**src/rtl/dpram_rr_arbiter_if.sv**
```systemverilog
// Requester-side bus of the dual-port RAM arbiter: per-requester request,
// access attributes, grant and read-return signals packed by requester index.
interface dpram_rr_arbiter_if #(
  parameter int NREQ = 4,
  parameter int AW   = 16,
  parameter int DW   = 32
);
  logic [NREQ-1:0]    req;
  logic [NREQ-1:0]    we;
  logic [NREQ*AW-1:0] addr;
  logic [NREQ*DW-1:0] wdata;
  logic [NREQ-1:0]    gnt;
  logic [NREQ-1:0]    rvalid;
  logic [NREQ*DW-1:0] rdata;

  modport master (
    output req, we, addr, wdata,
    input  gnt, rvalid, rdata
  );

  modport slave (
    input  req, we, addr, wdata,
    output gnt, rvalid, rdata
  );
endinterface

```
**src/rtl/dpram_rr_arbiter.sv**
```systemverilog
// Round-robin arbiter granting up to two requesters per cycle onto the two
// ports of a true dual-port RAM, with same-address conflict resolution.
module dpram_rr_arbiter #(
  parameter int NREQ = 4,
  parameter int AW   = 16,
  parameter int DW   = 32
) (
  input  logic                clk,
  input  logic                rst_n,
  dpram_rr_arbiter_if.slave   bus,
  output logic                ram_we_a,
  output logic                ram_we_b,
  output logic [AW-1:0]       ram_addr_a,
  output logic [AW-1:0]       ram_addr_b,
  output logic [DW-1:0]       ram_data_a,
  output logic [DW-1:0]       ram_data_b,
  input  logic [DW-1:0]       ram_q_a,
  input  logic [DW-1:0]       ram_q_b
);

  localparam int PW = (NREQ > 1) ? $clog2(NREQ) : 1;
  typedef logic [PW-1:0] idx_t;

  idx_t          ptr;
  idx_t          a_idx, b_idx, last_idx;
  logic          a_found, b_found, conflict, a_gnt, b_gnt;
  logic [AW-1:0] addr_a, addr_b;

  logic          tag_v_a, tag_rd_a, tag_v_b, tag_rd_b;
  idx_t          tag_id_a, tag_id_b;

  // Cyclic successor of base by k positions; base and k are both below NREQ.
  function automatic idx_t wrap(input int base, input int k);
    int s;
    s = base + k;
    if (s >= NREQ) s = s - NREQ;
    return idx_t'(s);
  endfunction

  // Two cascaded priority scans: A from ptr, B from A+1 excluding A.
  always_comb begin
    // NOTE: every combinational output gets a default first so no path infers a latch.
    a_found = 1'b0;
    a_idx   = '0;
    b_found = 1'b0;
    b_idx   = '0;
    for (int k = 0; k < NREQ; k++) begin
      if (!a_found && bus.req[wrap(int'(ptr), k)]) begin
        a_found = 1'b1;
        a_idx   = wrap(int'(ptr), k);
      end
    end
    for (int k = 1; k < NREQ; k++) begin
      if (a_found && !b_found && bus.req[wrap(int'(a_idx), k)]) begin
        b_found = 1'b1;
        b_idx   = wrap(int'(a_idx), k);
      end
    end
  end

  assign addr_a   = bus.addr[int'(a_idx)*AW +: AW];
  assign addr_b   = bus.addr[int'(b_idx)*AW +: AW];
  assign conflict = b_found && (addr_a == addr_b) && (bus.we[a_idx] || bus.we[b_idx]);

  // NOTE: grants are gated by rst_n combinationally, so reset idles the RAM ports in the same cycle.
  assign a_gnt    = rst_n && a_found;
  assign b_gnt    = rst_n && b_found && !conflict;
  assign last_idx = b_gnt ? b_idx : a_idx;

  always_comb begin
    bus.gnt = '0;
    if (a_gnt) bus.gnt[a_idx] = 1'b1;
    if (b_gnt) bus.gnt[b_idx] = 1'b1;
  end

  assign ram_we_a   = a_gnt && bus.we[a_idx];
  assign ram_addr_a = a_gnt ? addr_a : '0;
  assign ram_data_a = a_gnt ? bus.wdata[int'(a_idx)*DW +: DW] : '0;
  assign ram_we_b   = b_gnt && bus.we[b_idx];
  assign ram_addr_b = b_gnt ? addr_b : '0;
  assign ram_data_b = b_gnt ? bus.wdata[int'(b_idx)*DW +: DW] : '0;

  // NOTE: state registers use non-blocking assignments so every flop samples pre-edge values.
  always_ff @(posedge clk) begin
    if (!rst_n) begin
      ptr      <= '0;
      tag_v_a  <= 1'b0;
      tag_rd_a <= 1'b0;
      tag_id_a <= '0;
      tag_v_b  <= 1'b0;
      tag_rd_b <= 1'b0;
      tag_id_b <= '0;
    end else begin
      if (a_gnt) ptr <= wrap(int'(last_idx), 1);
      tag_v_a  <= a_gnt;
      tag_rd_a <= !bus.we[a_idx];
      tag_id_a <= a_idx;
      tag_v_b  <= b_gnt;
      tag_rd_b <= !bus.we[b_idx];
      tag_id_b <= b_idx;
    end
  end

  // Ports A and B never hold the same requester, so the two returns never overlap.
  always_comb begin
    bus.rvalid = '0;
    bus.rdata  = '0;
    if (rst_n && tag_v_a && tag_rd_a) begin
      bus.rvalid[tag_id_a]                 = 1'b1;
      bus.rdata[int'(tag_id_a)*DW +: DW]   = ram_q_a;
    end
    if (rst_n && tag_v_b && tag_rd_b) begin
      bus.rvalid[tag_id_b]                 = 1'b1;
      bus.rdata[int'(tag_id_b)*DW +: DW]   = ram_q_b;
    end
  end

endmodule

```
**src/flat_wrapper.sv**
```systemverilog
// flat-port wrapper written by rule: the top's interface ports become plain ports
module dpram_rr_arbiter_flat 
#(
  parameter int NREQ = 4,
  parameter int AW   = 16,
  parameter int DW   = 32
)
  (clk, rst_n, ram_we_a, ram_we_b, ram_addr_a, ram_addr_b, ram_data_a, ram_data_b, ram_q_a, ram_q_b, bus_req, bus_we, bus_addr, bus_wdata, bus_gnt, bus_rvalid, bus_rdata);
  dpram_rr_arbiter_if #(.NREQ(NREQ), .AW(AW), .DW(DW)) bus_i ();
  input  logic clk;
  input  logic rst_n;
  output logic ram_we_a;
  output logic ram_we_b;
  output logic [AW-1:0] ram_addr_a;
  output logic [AW-1:0] ram_addr_b;
  output logic [DW-1:0] ram_data_a;
  output logic [DW-1:0] ram_data_b;
  input  logic [DW-1:0] ram_q_a;
  input  logic [DW-1:0] ram_q_b;
  input wire logic [$bits(bus_i.req)-1:0] bus_req;
  input wire logic [$bits(bus_i.we)-1:0] bus_we;
  input wire logic [$bits(bus_i.addr)-1:0] bus_addr;
  input wire logic [$bits(bus_i.wdata)-1:0] bus_wdata;
  output wire logic [$bits(bus_i.gnt)-1:0] bus_gnt;
  output wire logic [$bits(bus_i.rvalid)-1:0] bus_rvalid;
  output wire logic [$bits(bus_i.rdata)-1:0] bus_rdata;
  assign bus_i.req = bus_req;
  assign bus_i.we = bus_we;
  assign bus_i.addr = bus_addr;
  assign bus_i.wdata = bus_wdata;
  assign bus_gnt = bus_i.gnt;
  assign bus_rvalid = bus_i.rvalid;
  assign bus_rdata = bus_i.rdata;
  dpram_rr_arbiter #(.NREQ(NREQ), .AW(AW), .DW(DW)) u_core (.clk(clk), .rst_n(rst_n), .bus(bus_i), .ram_we_a(ram_we_a), .ram_we_b(ram_we_b), .ram_addr_a(ram_addr_a), .ram_addr_b(ram_addr_b), .ram_data_a(ram_data_a), .ram_data_b(ram_data_b), .ram_q_a(ram_q_a), .ram_q_b(ram_q_b));
endmodule
```
**config.mk**
```make
export PLATFORM = sky130hd
export DESIGN_NAME = dpram_rr_arbiter_flat
export DESIGN_NICKNAME = d
export VERILOG_FILES = /design/src/rtl/dpram_rr_arbiter_if.sv /design/src/rtl/dpram_rr_arbiter.sv /design/src/flat_wrapper.sv
export SDC_FILE = /design/constraint.sdc
export NUM_CORES = 1
export LEC_CHECK = 0
export CAP_MARGIN = 40
export CORE_AREA = 5 5 191 193
export DETAILED_ROUTE_END_ITERATION = 10
export DIE_AREA = 0 0 196 198
export SLEW_MARGIN = 20
export SYNTH_ARGS = -nofsm -noshare
export SYNTH_HDL_FRONTEND = slang
export SYNTH_SLANG_ARGS = --single-unit
```
**constraint.sdc**
```tcl
create_clock -name clk -period 8.6 [get_ports clk]
set_input_delay 1.29 -clock clk [delete_from_list [all_inputs] [get_ports clk]]
set_output_delay 1.29 -clock clk [all_outputs]
set_load 0.005 [all_outputs]
```
==> results of run 1 <==
cell usage in the layout, fill, tap and decap left out, types with 4 or more instances in the layout:
cell type        count
dfxtp_1             10
a21oi_1             14
o21ai_0             16
mux2_1               4
o31ai_1              7
nand2b_1             5
o21ai_1              6
and3b_1              6
or4_1                4
nor3_1               7
nor2b_1              6
nand3_1             81
o211ai_1             8
nor2_1              72
clkdlybuf4s50_1    498
a21boi_0             4
buf_12               4
nand4_1              7
and2_1              43
a211oi_1             9
nand4b_1             4
diode_2              4
mux4_2              33
inv_1               15
mux2_2              11
and3_1               5
xnor2_1              4
a22o_1             130
nand3b_1             4
ha_1                17
mux2i_1             59
nand2_1            200
o22ai_1              6
buf_4               27
a211o_1              5
power by group through the flow:
stage / sequential [W] / clock (W) / combinational, W
4_1_cts: 0.0000712 / 0.0000951 / 0.00154
6_report: 0.0000712 / 0.0000950 / 0.00154
2_1_floorplan: 0.0000610 / 0 / 0.000887
3_3_place_gp: 0.0000711 / 0 / 0.00153
3_5_place_dp: 0.0000719 / 0 / 0.00154
5_1_grt: 0.0000733 / 0.0000977 / 0.00166
flip-flops by register name (all words and copies together) (netlist names):
register and count:
u_core.tag_v_a 1, u_core.tag_rd_a 1, u_core.tag_id_a 2, u_core.ptr 2
u_core.tag_rd_b 1, u_core.tag_v_b 1, u_core.tag_id_b 2
through the flow:
stage / cells / instance area, um2 / power, W
global placement: 1852 / 12200 / 0.00160
global route: 1863 / 12300 / 0.00183
CTS: 1857 / 12300 / 0.00171
finish: 1863 / 12300 / 0.00170
detailed placement: 1853 / 12200 / 0.00161
floorplan: 965 / 6780 / 0.000948
per-layer routing:
layer / vias to the layer above / part of all wire, %
li1: 4463 / -
met5: - / 0.17
met4: 12 / 4.1
met2: 553 / 52
met3: 90 / 8.9
met1: 4566 / 35
path summary, 6_finish.rpt:
| check | startpoint | cells past startpoint | end | slack, ns |
|---|---|---|---|---|
| setup / recovery | bus_req[1] | 18 | ram_addr_b[12] | 0.40 |
| hold / removal | u_core.ptr[0] | 2 | u_core.ptr[0] | 0.84 |
| hold reg to reg | u_core.ptr[0] | 2 | u_core.ptr[0] | 0.84 |
| setup reg to reg | u_core.ptr[1] | 16 | u_core.ptr[1] | 3.23 |
cells by family after synthesis:
logic type / after synthesis / share of synthesized area [%]
simple gates: 471 / 33.4
flops: 10 / 2.95
mux: 110 / 22.8
fa+ha+maj: 17 / 3.14
buf+inv: 112 / 7.93
compound gates: 239 / 29.0
xor+xnor: 6 / 0.775
worst register-to-register path: stages (launching register included):
cell and delay, ns:
dfxtp_1 0.81, nand2_2 0.14, a311oi_4 0.43, nor2_4 0.07, ha_1 0.43, or3_4 0.47
a21boi_4 0.21, o21ai_4 0.18, buf_12 0.26, mux2_1 0.25, nor2_1 0.07, a211o_1 0.30
or4_1 0.58, nor4_2 0.32, nand2b_2 0.34, buf_12 0.22, mux2i_1 0.21
cell type report:
class	count	area, um2	share of cell area [%]
tap	455	569	4.62
antenna	4	10.0	0.0813
inverter	17	66.3	0.539
clock buffer	4	88.8	0.722
timing repair buffer	530	5280	42.9
multi-input combinational	843	6100	49.5
sequential	10	200	1.63
timing repair:
action / 4_1_cts / 5_1_grt
endpoints found under the hold margin: 0 / 0
hold buffers: 0 / 0
gates resized for setup: 0 / 1
endpoints found under the setup margin: 0 / 26
setup buffers: 0 / 2
==> results_dict.tcl, run 1 <==
set metrics [dict create \
    crit_family "buffers and inverters" \
    use_met3_pct 5.65 \
    status "finished clean" \
    viasPerCell 5.20 \
    tns_ns 0 \
    hpwl_um 37400 \
    post-route-period-util_pct 95.4 \
    track_usage_pct 21.4 \
    area_delta_synth_final_pct 81.6 \
    wirelength_um 45100 \
    power.share.clock_pct 5.6 \
    grt_util_met2_pct 40.9 \
    p_int_w 0.000828 \
    top_usage_layer "met2" \
    first_pass_iters 5 \
    yosys-top-cells-area "a22o_1, nand2_1, mux4_2" \
    ys_ff_latch 10 \
    fin_ws_ns 0.397 \
    dp_slack_ns 0.358 \
    die_y_um 198 \
    avgSynthCellArea_um2 7.03 \
    clock_latency_ns 0.25 \
    dieArea_um2 38800 \
    yosysTopAreaCell "a22o_1" \
    root_buffer "clkbuf_16" \
    worst_pin_slew_ns 0.758 \
    p_per_area_nw_per_um2 138 \
    setup_viol 0 \
    crit_fanout 28 \
    post_drt_wl_per_cell_um 24.2 \
    slowest_stage "clkdlybuf4s50_1" \
    synth.cell_area_um2 6780 \
    grt_antenna_before_repair 13 \
    required_ns 7.31 \
    vias 9684 \
    ant_nets 0 \
    p_leak_nw 4.73 \
    netlist_instances 965 \
    clk_pin_slew_ns 0.05 \
    synth_edf_count 0 \
    die_width_um 196 \
    hold_violations 0 \
    path_class "in -> out" \
    sw_frac_of_total_pct 51.3 \
    worstPathCellList "clkdlybuf4s50_1 > inv_1 > a311oi_4 > nor2_4 > ha_1 > or3_4 > a21boi_4 > o21ai_4 > buf_12 > mux2_1 > nor2_1 > a211o_1 > or4_1 > nor4_2 > nand2b_2 > buf_12 > a211oi_1 > clkdlybuf4s50_1" \
    seq_area_frac_synth_pct 2.95 \
    met1_usage_pct 22.7 \
    htreeDepth 1 \
    relSlewSlack_pct 49.4 \
    seqPwrFrac_pct 4.2 \
    numPortBuffers 499 \
    drt_iter0_drc 603 \
    worstSetupEndpointType "output pin" \
    critPathLaunchType "input pin" \
    synthTopCellsByCount "nand2_1, a22o_1, nand3_1" \
    num_rows 68 \
    initial_core_util_pct 19.7 \
    ir_drop_mv 0.0979 \
    grt_pass1_vias 9842 \
    synth_top_area_share_pct 16.8 \
    clock.fmax_mhz 122 \
    synth_ff_type "dfxtp_1" \
    comb_power_share_pct 90.2 \
    min_period_ns 8.20 \
    synth_nets 1248 \
    final_util_pct 35.8 \
    drc 0 \
    yosys_warnings 0 \
    cts_made_buffers 3 \
    p_sw_w 0.000873 \
    rsz0062_at_grt "no" \
    ioPinCount 500 \
    gp_congestion 0.978 \
    drv_cap 0 \
    fin_skew_ns 0.00803 \
    coreArea_um2 34400 \
    grt_first_pass_wirelength_um 64400 \
    cp.arrival_ns 6.91 \
    drive_gt1_share_pct 8.19 \
    cpPeakStageDelay_ns 0.75 \
    async_flop_share_pct 0 \
    hold_ws_ns 0.842 \
    grt_remaining_overflow 0 \
    hold_path_class "reg -> reg" \
    slew_violations 0 \
    synth_cell_type_count 82 \
    cts.sinks 10 \
    nFillCells 3606 \
    synth_most_common_cell "nand2_1" \
    cts_tree "done" \
    nets 1688 \
    grt_max_degree 86 \
    cts_buffer_depth 2 \
    crit_buf_inv 5 \
]
No activity file was read; power rests on OpenSTA's default activity.
==> run 2, diff against run 1 <==
--- a/config.mk
+++ b/config.mk
@@ -5,10 +5,13 @@
 export SDC_FILE = /design/constraint.sdc
 export NUM_CORES = 1
 export LEC_CHECK = 0
+export ABC_AREA = 1
 export CAP_MARGIN = 40
-export CORE_AREA = 5 5 191 193
+export CORE_AREA = 5 5 189 191
 export DETAILED_ROUTE_END_ITERATION = 10
-export DIE_AREA = 0 0 196 198
+export DIE_AREA = 0 0 194 196
+export PLACE_DENSITY = 0.54
+export REMOVE_ABC_BUFFERS = 1
 export SLEW_MARGIN = 20
 export SYNTH_ARGS = -nofsm -noshare
 export SYNTH_HDL_FRONTEND = slang
==> results_dict.tcl, run 2 <==
set metrics [dict create \
    hold_path_class "reg -> reg" \
    cts_resized 0 \
    async_flop_share_pct 0 \
    postLayoutCellArea_um2 12000 \
    cts.sinks 10 \
    ys_ff_latch 10 \
    ir_drop_mv 0.298 \
    rsz0062_at_grt "no" \
    status "finished clean" \
    fin_skew_ns 0.00213 \
    nets 1952 \
    synth_most_common_cell "nand2_1" \
    post_drt_wl_per_cell_um 22.7 \
    synthTopCellsByCount "nand2_1, inv_1, o22ai_1" \
    clk_pin_slew_ns 0.04 \
    relSlewSlack_pct 43.4 \
    dieArea_um2 38000 \
    slew_violations 0 \
    avgSynthCellArea_um2 5.19 \
    clock.fmax_mhz 130 \
    post-route-period-util_pct 89.3 \
    worstSetupEndpointType "output pin" \
    synth_top_area_share_pct 19.8 \
    vias 10965 \
    p_per_area_nw_per_um2 600 \
    cts_buffer_depth 2 \
    htreeDepth 1 \
    num_rows 68 \
    synth_cell_type_count 33 \
    cts_setup_buffers 0 \
    cts_tree "done" \
    grt_antenna_before_repair 14 \
    track_usage_pct 23.2 \
    hpwl_um 38900 \
    drive_gt1_share_pct 3.60 \
    dpl_cell_area_um2 11900 \
    initial_core_util_pct 19.0 \
    hold_violations 0 \
    p_leak_nw 5.04 \
    wirelength_um 48400 \
    ioPinCount 500 \
    final_cell_mix "clkdlybuf4s50_1, nand2_1, inv_1" \
    cts_made_buffers 3 \
    drv_cap 0 \
    crit_fanout 40 \
    seq_area_frac_synth_pct 3.11 \
    tns_ns 0 \
    grt_max_degree 67 \
    drt_iter0_drc 742 \
    slowest_stage "clkdlybuf4s50_1" \
    critPathLaunchType "input pin" \
    cpPeakStageDelay_ns 0.48 \
    root_buffer "clkbuf_16" \
    yosys_warnings 0 \
    drc 0 \
    grt_pass1_vias 10897 \
    synth_edf_count 0 \
    ant_nets 0 \
    final_util_pct 35.2 \
    area_delta_synth_final_pct 85.8 \
    total_power_w 0.00717 \
    first_pass_iters 5 \
    grt_first_pass_wirelength_um 70000 \
    required_ns 7.31 \
    netlist_instances 1240 \
    numPortBuffers 499 \
    final_common_cell "clkdlybuf4s50_1" \
    largestRegisters "u_core.ptr (2), u_core.tag_id_a (2), u_core.tag_id_b (2)" \
    die_y_um 196 \
    dp_slack_ns 0.877 \
    synth.cell_area_um2 6440 \
    viasPerCell 5.15 \
    gp_congestion 0.996 \
    worst_path_most_repeated_cell "nand2_1" \
    holdBufCountCts 0 \
    yosysTopAreaCell "nand2_1" \
    fin_ws_ns 0.918 \
    yosys-top-cells-area "nand2_1, o22ai_1, inv_1" \
    coreArea_um2 33900 \
    grt_remaining_overflow 0 \
    worst_pin_slew_ns 0.849 \
    setup_viol 0 \
    min_period_ns 7.68 \
    clock_latency_ns 0.24 \
    die_width_um 194 \
    synth_ff_type "dfxtp_1" \
    path_class "in -> out" \
    cp.arrival_ns 6.39 \
]
-- run 2: changes by cell type after synthesis, sizes merged, moves of 19 or more --
cell    before  now
o31ai        8   30
nand2      202  346
a221oi       0   32
a21oi       16   35
a22o       130    2
and2        43    0
nor3         8   36
o22ai        6  129
mux4        33    0
inv         16  187
mux2i       59   32
clkbuf      59   81
o32ai        3   36
-- run 2: worst paths after layout --
kind,start,to,slack [ns],cells past startpoint
worst max-delay path,bus_req[3],ram_addr_b[11],0.92,30
worst min-delay path,u_core.ptr[1],u_core.ptr[1],0.71,4
worst min register to register,u_core.ptr[1],u_core.ptr[1],0.71,4
worst max register to register,u_core.ptr[0],u_core.ptr[1],3.72,34
-- run 2: cells by family (layout without fill, tap and decap cells) --
| kind of cell | Yosys count | after routing | synth area share, % |
|---|---|---|---|
| other | 0 | 6 | 0 |
| and+or+nand+nor | 568 | 568 | 37.2 |
| adders and majority gates | 17 | 17 | 3.30 |
| AOI/OAI and AO/OA | 318 | 318 | 33.3 |
| muxes | 32 | 32 | 4.98 |
| buffers and inverters | 295 | 722 | 18.1 |
| DFF | 10 | 10 | 3.11 |
-- run 2: report_power, final --
group | internal (W) | total (W) | switching (W)
clock network | 0.0000603 | 0.0000818 | 0.0000216
logic | 0.00282 | 0.00701 | 0.00418
registers | 0.0000675 | 0.0000826 | 0.0000152
-- run 2: through the flow --
| step | cells | hold WS, ns |
|---|---|---|
| detailed placement | 2119 | 0.682 |
| global placement | 2116 | 0.698 |
| global route | 2127 | 0.763 |
| floorplan | 1132 | 0.609 |
| CTS | 2122 | 0.693 |
| finish | 2128 | 0.708 |
-- run 2: layout make-up --
cell class,instances,area (um2)
tap,455,569
inverter,187,704
multi-input combinational,935,5090
timing repair buffer,532,5300
clock buffer,3,75.1
antenna,6,15.0
sequential,10,200
fill,3645,22000
-- run 2: metal layers --
layer	track usage, %	routed length [um]	up-vias	part of all wire (%)
met5	0	101	-	0.21
met4	7.99	1740	14	3.6
met3	6.77	4560	84	9.4
met2	43.9	24800	640	51
met1	24.5	17200	5075	36
li1	-	-	5152	-
-- run 2: critical path: cells and delay by family --
family                   cells  cell delay [ns]
AO/OA/AOI/OAI                1             0.08
AND/OR/NAND/NOR             21             2.80
buffers and inverters        7             1.88
adder cells (fa/ha/maj)      1             0.32
==> run 3, diff against run 2 <==
--- a/config.mk
+++ b/config.mk
@@ -8,6 +8,8 @@
 export ABC_AREA = 1
 export CAP_MARGIN = 40
 export CORE_AREA = 5 5 189 191
+export CTS_BUF_LIST = sky130_fd_sc_hd__clkbuf_16
+export CTS_CLUSTER_DIAMETER = 120
 export DETAILED_ROUTE_END_ITERATION = 10
 export DIE_AREA = 0 0 194 196
 export PLACE_DENSITY = 0.54
==> results of run 3 <==
Final layout, timing and power as in run 2 (identical DEF).
